==> src/rtl/sqrt_pkg.sv <==
// ---------------------------------------------------------------------------
// sqrt_pkg
// Shared definitions for users of the SqrtFloatingPoint core:
//   - default operand/result widths
//   - dispatcher FSM state encoding
//   - request record {isFloat, data} as carried through request queues
// ---------------------------------------------------------------------------
package sqrt_pkg;

  localparam int SIZE_DEFAULT       = 64;
  localparam int FLOAT_SIZE_DEFAULT = 32;

  // Dispatcher FSM encoding (fixed values so traces stay comparable).
  typedef logic [1:0] sqrt_state_t;
  localparam sqrt_state_t ST_IDLE   = 2'd0;
  localparam sqrt_state_t ST_LAUNCH = 2'd1;
  localparam sqrt_state_t ST_WAIT   = 2'd2;
  localparam sqrt_state_t ST_ACK    = 2'd3;

  typedef struct packed {
    logic                    isFloat;
    logic [SIZE_DEFAULT-1:0] data;
  } sqrt_req_t;

endpackage

==> src/rtl/sqrt_req_fifo.sv <==
// ---------------------------------------------------------------------------
// sqrt_req_fifo
// Small synchronous FIFO holding pending square-root requests.
// Ports:
//   clk, rst  : clock, synchronous active-high reset (empties the FIFO)
//   push, din : write din when push is high and the FIFO is not full
//   pop       : drop the head entry when pop is high and the FIFO is not empty
//   full      : DEPTH entries stored
//   empty     : no entries stored
//   head      : oldest entry (valid while !empty), read combinationally so
//               the dispatcher can pop and capture in the same cycle
// DEPTH must be a power of two so the pointers wrap naturally.
// ---------------------------------------------------------------------------
module sqrt_req_fifo #(
  parameter int WIDTH = 65,
  parameter int DEPTH = 4
) (
  input  logic             clk,
  input  logic             rst,
  input  logic             push,
  input  logic [WIDTH-1:0] din,
  input  logic             pop,
  output logic             full,
  output logic             empty,
  output logic [WIDTH-1:0] head
);

  localparam int AW = $clog2(DEPTH);
  localparam logic [AW:0] FULL_COUNT = (AW+1)'(DEPTH);

  logic [WIDTH-1:0] r_mem [DEPTH];
  logic [AW-1:0]    r_wr_ptr;
  logic [AW-1:0]    r_rd_ptr;
  logic [AW:0]      r_count;
  logic             w_push;
  logic             w_pop;

  assign full   = (r_count == FULL_COUNT);
  assign empty  = (r_count == '0);
  assign head   = r_mem[r_rd_ptr];
  assign w_push = push && !full;
  assign w_pop  = pop && !empty;

  // Storage kept out of the reset branch so it can map onto plain memory.
  always_ff @(posedge clk) begin
    if (w_push) begin
      r_mem[r_wr_ptr] <= din;
    end
  end

  always_ff @(posedge clk) begin
    if (rst) begin
      r_wr_ptr <= '0;
      r_rd_ptr <= '0;
      r_count  <= '0;
    end else begin
      if (w_push) begin
        r_wr_ptr <= r_wr_ptr + 1'b1;
      end
      if (w_pop) begin
        r_rd_ptr <= r_rd_ptr + 1'b1;
      end
      if (w_push && !w_pop) begin
        r_count <= r_count + 1'b1;
      end else if (w_pop && !w_push) begin
        r_count <= r_count - 1'b1;
      end
    end
  end

endmodule

==> src/rtl/sqrt_job_dispatcher.sv <==
// ---------------------------------------------------------------------------
// sqrt_job_dispatcher
// Wraps the SqrtFloatingPoint core: queues requests, launches one job at a
// time on the core's pulse handshake and parks each result in a
// valid/ready response register.
// Ports:
//   clk, rst                      : clock, synchronous active-high reset
//   reqValid/reqReady/reqData/reqIsFloat : request side (reqReady = FIFO not full)
//   coreIn/coreIsFloat            : operand to the core, held LAUNCH..ACK
//   coreInputStable               : one-cycle launch pulse (LAUNCH state)
//   coreResult/coreResultStable   : result from the core
//   coreResultAck                 : acknowledge, high throughout ACK
//   respValid/respReady/respData/respIsFloat : response side
//   busy                          : FSM active or requests pending
// ---------------------------------------------------------------------------
module sqrt_job_dispatcher
  import sqrt_pkg::*;
#(
  parameter int SIZE       = SIZE_DEFAULT,
  parameter int FLOAT_SIZE = FLOAT_SIZE_DEFAULT,
  parameter int DEPTH      = 4
) (
  input  logic            clk,
  input  logic            rst,
  input  logic            reqValid,
  output logic            reqReady,
  input  logic [SIZE-1:0] reqData,
  input  logic            reqIsFloat,
  output logic [SIZE-1:0] coreIn,
  output logic            coreIsFloat,
  output logic            coreInputStable,
  input  logic [SIZE-1:0] coreResult,
  input  logic            coreResultStable,
  output logic            coreResultAck,
  output logic            respValid,
  input  logic            respReady,
  output logic [SIZE-1:0] respData,
  output logic            respIsFloat,
  output logic            busy
);

  // Keeps only the float payload bits; upper bits of float words are junk.
  localparam logic [SIZE-1:0] FLOAT_MASK =
    {{(SIZE-FLOAT_SIZE){1'b0}}, {FLOAT_SIZE{1'b1}}};

  sqrt_state_t     r_state;
  sqrt_state_t     w_state_next;
  logic [SIZE-1:0] r_core_in;
  logic            r_core_is_float;
  logic            r_resp_valid;
  logic [SIZE-1:0] r_resp_data;
  logic            r_resp_is_float;

  logic            w_full;
  logic            w_empty;
  logic            w_push;
  logic            w_pop;
  logic [SIZE:0]   w_fifo_din;
  logic [SIZE:0]   w_fifo_head;
  logic            w_capture;

  assign reqReady   = !w_full;
  assign w_push     = reqValid && !w_full;
  assign w_fifo_din = {reqIsFloat, reqIsFloat ? (reqData & FLOAT_MASK) : reqData};

  // A new job only starts once the previous result has been collected, so
  // the response register can never be overwritten.
  assign w_pop     = (r_state == ST_IDLE) && !w_empty && !r_resp_valid;
  assign w_capture = (r_state == ST_WAIT) && coreResultStable;

  sqrt_req_fifo #(
    .WIDTH (SIZE + 1),
    .DEPTH (DEPTH)
  ) u_req_fifo (
    .clk   (clk),
    .rst   (rst),
    .push  (w_push),
    .din   (w_fifo_din),
    .pop   (w_pop),
    .full  (w_full),
    .empty (w_empty),
    .head  (w_fifo_head)
  );

  always_comb begin
    w_state_next = r_state;
    case (r_state)
      ST_IDLE:   if (w_pop) w_state_next = ST_LAUNCH;
      ST_LAUNCH: w_state_next = ST_WAIT;
      ST_WAIT:   if (coreResultStable) w_state_next = ST_ACK;
      // Hold the ack until the core withdraws its result, otherwise a
      // lingering isResultStable could be mistaken for a new result.
      ST_ACK:    if (!coreResultStable) w_state_next = ST_IDLE;
      default:   w_state_next = ST_IDLE;
    endcase
  end

  always_ff @(posedge clk) begin
    if (rst) begin
      r_state         <= ST_IDLE;
      r_core_in       <= '0;
      r_core_is_float <= 1'b0;
      r_resp_valid    <= 1'b0;
      r_resp_data     <= '0;
      r_resp_is_float <= 1'b0;
    end else begin
      r_state <= w_state_next;
      if (w_pop) begin
        r_core_in       <= w_fifo_head[SIZE-1:0];
        r_core_is_float <= w_fifo_head[SIZE];
      end
      if (w_capture) begin
        r_resp_data     <= r_core_is_float ? (coreResult & FLOAT_MASK) : coreResult;
        r_resp_is_float <= r_core_is_float;
        r_resp_valid    <= 1'b1;
      end else if (r_resp_valid && respReady) begin
        r_resp_valid <= 1'b0;
      end
    end
  end

  assign coreIn          = r_core_in;
  assign coreIsFloat     = r_core_is_float;
  assign coreInputStable = (r_state == ST_LAUNCH);
  assign coreResultAck   = (r_state == ST_ACK);
  assign respValid       = r_resp_valid;
  assign respData        = r_resp_data;
  assign respIsFloat     = r_resp_is_float;
  assign busy            = (r_state != ST_IDLE) || !w_empty;

endmodule

==> config.mk <==
export PLATFORM = sky130hd
export DESIGN_NAME = sqrt_job_dispatcher
export DESIGN_NICKNAME = d
export VERILOG_FILES = /design/src/rtl/sqrt_pkg.sv /design/src/rtl/sqrt_req_fifo.sv /design/src/rtl/sqrt_job_dispatcher.sv
export SDC_FILE = /design/constraint.sdc
export NUM_CORES = 1
export LEC_CHECK = 0
export BUFFER_PORTS_ARGS = -buffer_cell sky130_fd_sc_hd__buf_4
export CAP_MARGIN = 20
export CELL_PAD_IN_SITES_DETAIL_PLACEMENT = 1
export CELL_PAD_IN_SITES_GLOBAL_PLACEMENT = 2
export CORE_MARGIN = 4
export CORE_UTILIZATION = 40
export DETAILED_ROUTE_END_ITERATION = 7
export PLACE_DENSITY = 0.91
export SYNTH_ARGS = -nofsm -noshare
export SYNTH_HDL_FRONTEND = slang
export SYNTH_HIERARCHICAL = 1
export SYNTH_SLANG_ARGS = --single-unit
export TNS_END_PERCENT = 10
==> constraint.sdc <==
create_clock -name clk -period 6.5 [get_ports clk]
set_input_delay 1.95 -clock clk [delete_from_list [all_inputs] [get_ports clk]]
set_output_delay 1.95 -clock clk [all_outputs]
set_load 0.05 [all_outputs]
==> flow_summary.json <==
{
  "root_buffer": "clkbuf_16",
  "num_antenna_cells": 0,
  "skew_ps": 15.9,
  "stdcell_count": 1772,
  "place_area_mm2": 0.0172,
  "pin_count": 269,
  "irDropWorstVdd_mv": 0.263,
  "core_area_mm2": 0.0367,
  "cp-end-kind": "output port",
  "postCtsSetupBuffers": 0,
  "layout-drive-gt1-share": 0.317,
  "grt_pass1_vias": 9689,
  "worstHoldPathCells": 2,
  "r2r-end": "u_req_fifo/r_count[2]",
  "antenna_found_initial": 1,
  "synthArstFlopShare": 0,
  "reg2regPathDepth": 10,
  "fp.dieH_um": 201,
  "cp_cell_sequence": "buf_4",
  "overflow": 0,
  "htreeDepth": 2,
  "num_vias": 9033,
  "synth_area_per_cell_um2": 14.7,
  "path_clk_slew_ps": 60,
  "layout_commonest_cell": "buf_4",
  "synth_top_cell_area_share": 0.524,
  "initialDrtViolationCount": 448,
  "fp-row-count": 70,
  "worstSkewPairLatency_ps": 530,
  "stdcell_area_mm2": 0.0186,
  "tightest_slew_ps": 1030,
  "cts_buffers": 43,
  "ctsResizeCount": 0,
  "slew_headroom": 0.311,
  "fin_nets": 1414,
  "synth_ff_type": "edfxtp_1",
  "fmax_ghz": 0.265,
  "holdPathEnd": "respData[61]",
  "status": "finished, final reports clean",
  "ys_ff_latch": 402,
  "dp.cells": 1692,
  "cp.required_ps": 4550,
  "r2r_slack_ps": 3300,
  "cap_violations": 0,
  "final_cell_mix": "buf_4 (273), edfxtp_1 (260), nand2_1 (230), dfxtp_1 (140), a21oi_1 (134)",
  "grt_pass1_wl_um": 56300,
  "ys_seq_area_frac": 0.714,
  "area_growth_pct": 24.5,
  "synth_area_leaders": "edfxtp_1 (52%), dfxtp_1 (19%), mux4_2 (9.8%), nand2_1 (5.8%), a21oi_1 (4.5%)",
  "ant_nets": 0,
  "critPathMaxFanout": 35,
  "crit_path_top_delay_cell": "dfxtp_1",
  "grt_max_degree": 94,
  "die_x_um": 201,
  "dp_hpwl_um": 23100,
  "netlist_area_mm2": 0.0149,
  "firstDrtPassIters": 4,
  "cts_tree": "done",
  "crit_family": "flip-flops",
  "fin_setup_tns_ps": 0,
  "cts.sinks": 402,
  "routed_wirelength_um": 36300,
  "wl_per_cell_um": 20.5,
  "startpoint_type": "register",
  "drc_errors": 0,
  "syn_inst": 1015,
  "yosys_warnings": 6,
  "cp.arrival_ps": 1820,
  "rsz0062_at_grt": "no",
  "min_period_over_period": 0.580,
  "synth-edff-count": 260,
  "hold_start": "respData[61]",
  "synth_cell_types": 32,
  "start_util": 0.406,
  "numPortBuffers": 268,
  "critPathKind": "register to output port",
  "grtUsageTotal": 0.174,
  "final_core_util": 0.506,
  "gp_congestion": 0.773,
  "synth_fp_nets": 1160,
  "die_area_mm2": 0.0404,
  "critPathBufInv": 1,
  "via_per_inst": 5.10,
  "cts_hold_buf": 0,
  "setup_violations": 0,
  "worstReg2RegStart": "u_req_fifo/r_count[0]",
  "cp_slowest_stage_delay_ps": 940,
  "cp-startpoint": "coreIsFloat",
  "hold_viol": 0,
  "holdCritPathClass": "register to register",
  "synth_area_leader_cell": "edfxtp_1",
  "drv_slew": 0,
  "p_leak_nw": 6.65,
  "powerDensity_mw_per_mm2": 438,
  "cts_buffer_depth": 3,
  "post-route-min-period_ps": 3770
}
how the worst max path moves through the flow:
stage	to	slack [ps]	cells after the start
finish	coreIsFloat	2730	1
global route	coreIsFloat	2580	1
CTS	coreIsFloat	2690	1
detailed placement	u_req_fifo/r_count[2]	2520	10
global placement	u_req_fifo/r_count[2]	2550	10
floorplan	u_req_fifo/r_mem[0][0]	2130	4
flip-flops by register name, indices dropped and copies added (netlist names), named ones only:
name	cells
u_req_fifo/r_mem	260
coreIn	64
respData	64
u_req_fifo/r_count	3
r_state	2
u_req_fifo/r_rd_ptr	2
u_req_fifo/r_wr_ptr	2
coreIsFloat	1
respIsFloat	1
respValid	1
logic make-up after synthesis:
logic type | count (synthesis) | share of synthesized area
flops | 402 | 0.714
simple gates | 317 | 0.0964
compound gates | 141 | 0.0483
buf+inv | 72 | 0.0287
mux | 68 | 0.100
fa+ha+maj | 11 | 0.00973
xor+xnor | 4 | 0.00235
layer usage:
| metal | up-vias | global-route usage | share of wire |
|---|---|---|---|
| met2 | 312 | 0.294 | 0.49 |
| met4 | 2 | 0.0396 | 0.017 |
| met1 | 4495 | 0.230 | 0.43 |
| met3 | 41 | 0.0433 | 0.064 |
| li1 | 4183 | - | - |
| met5 | - | 0 | 0.00055 |
synthesized netlist by cell type, drive strengths merged, types with 4 or more instances:
| cell type | count |
|---|---|
| nand2 | 231 |
| nor2 | 7 |
| dfxtp | 142 |
| and2 | 5 |
| xor2 | 4 |
| a21oi | 134 |
| edfxtp | 260 |
| inv | 8 |
| ha | 10 |
| buf | 39 |
| nor2b | 33 |
| nand3b | 32 |
| mux4 | 65 |
| clkbuf | 25 |
power by group:
group          internal [W]  switching [W]  total [W]  leakage [nW]
registers           0.00316       0.000223    0.00338          3.56
clock network       0.00143       0.000957    0.00238         0.684
logic              0.000781        0.00159    0.00237          2.40
through the flow:
stage	hold slack (ps)	setup slack (ps)	power, W
after floorplan	482	2130	0.00514
after global placement	438	2550	0.00578
after detailed placement	444	2520	0.00585
after CTS	452	2690	0.00827
after global routing	467	2580	0.00857
final	450	2730	0.00814
area by class of cell:
type	count	area [µm²]
well taps	468	586
multi-input cells	541	3850
clock buffers	62	1220
flip-flops and latches	402	10700
inverters	8	30.0
clock inverters	18	180
fillers	3692	18100
repair buffers	273	2050
Note: power is estimated with default switching activity, not from simulation.
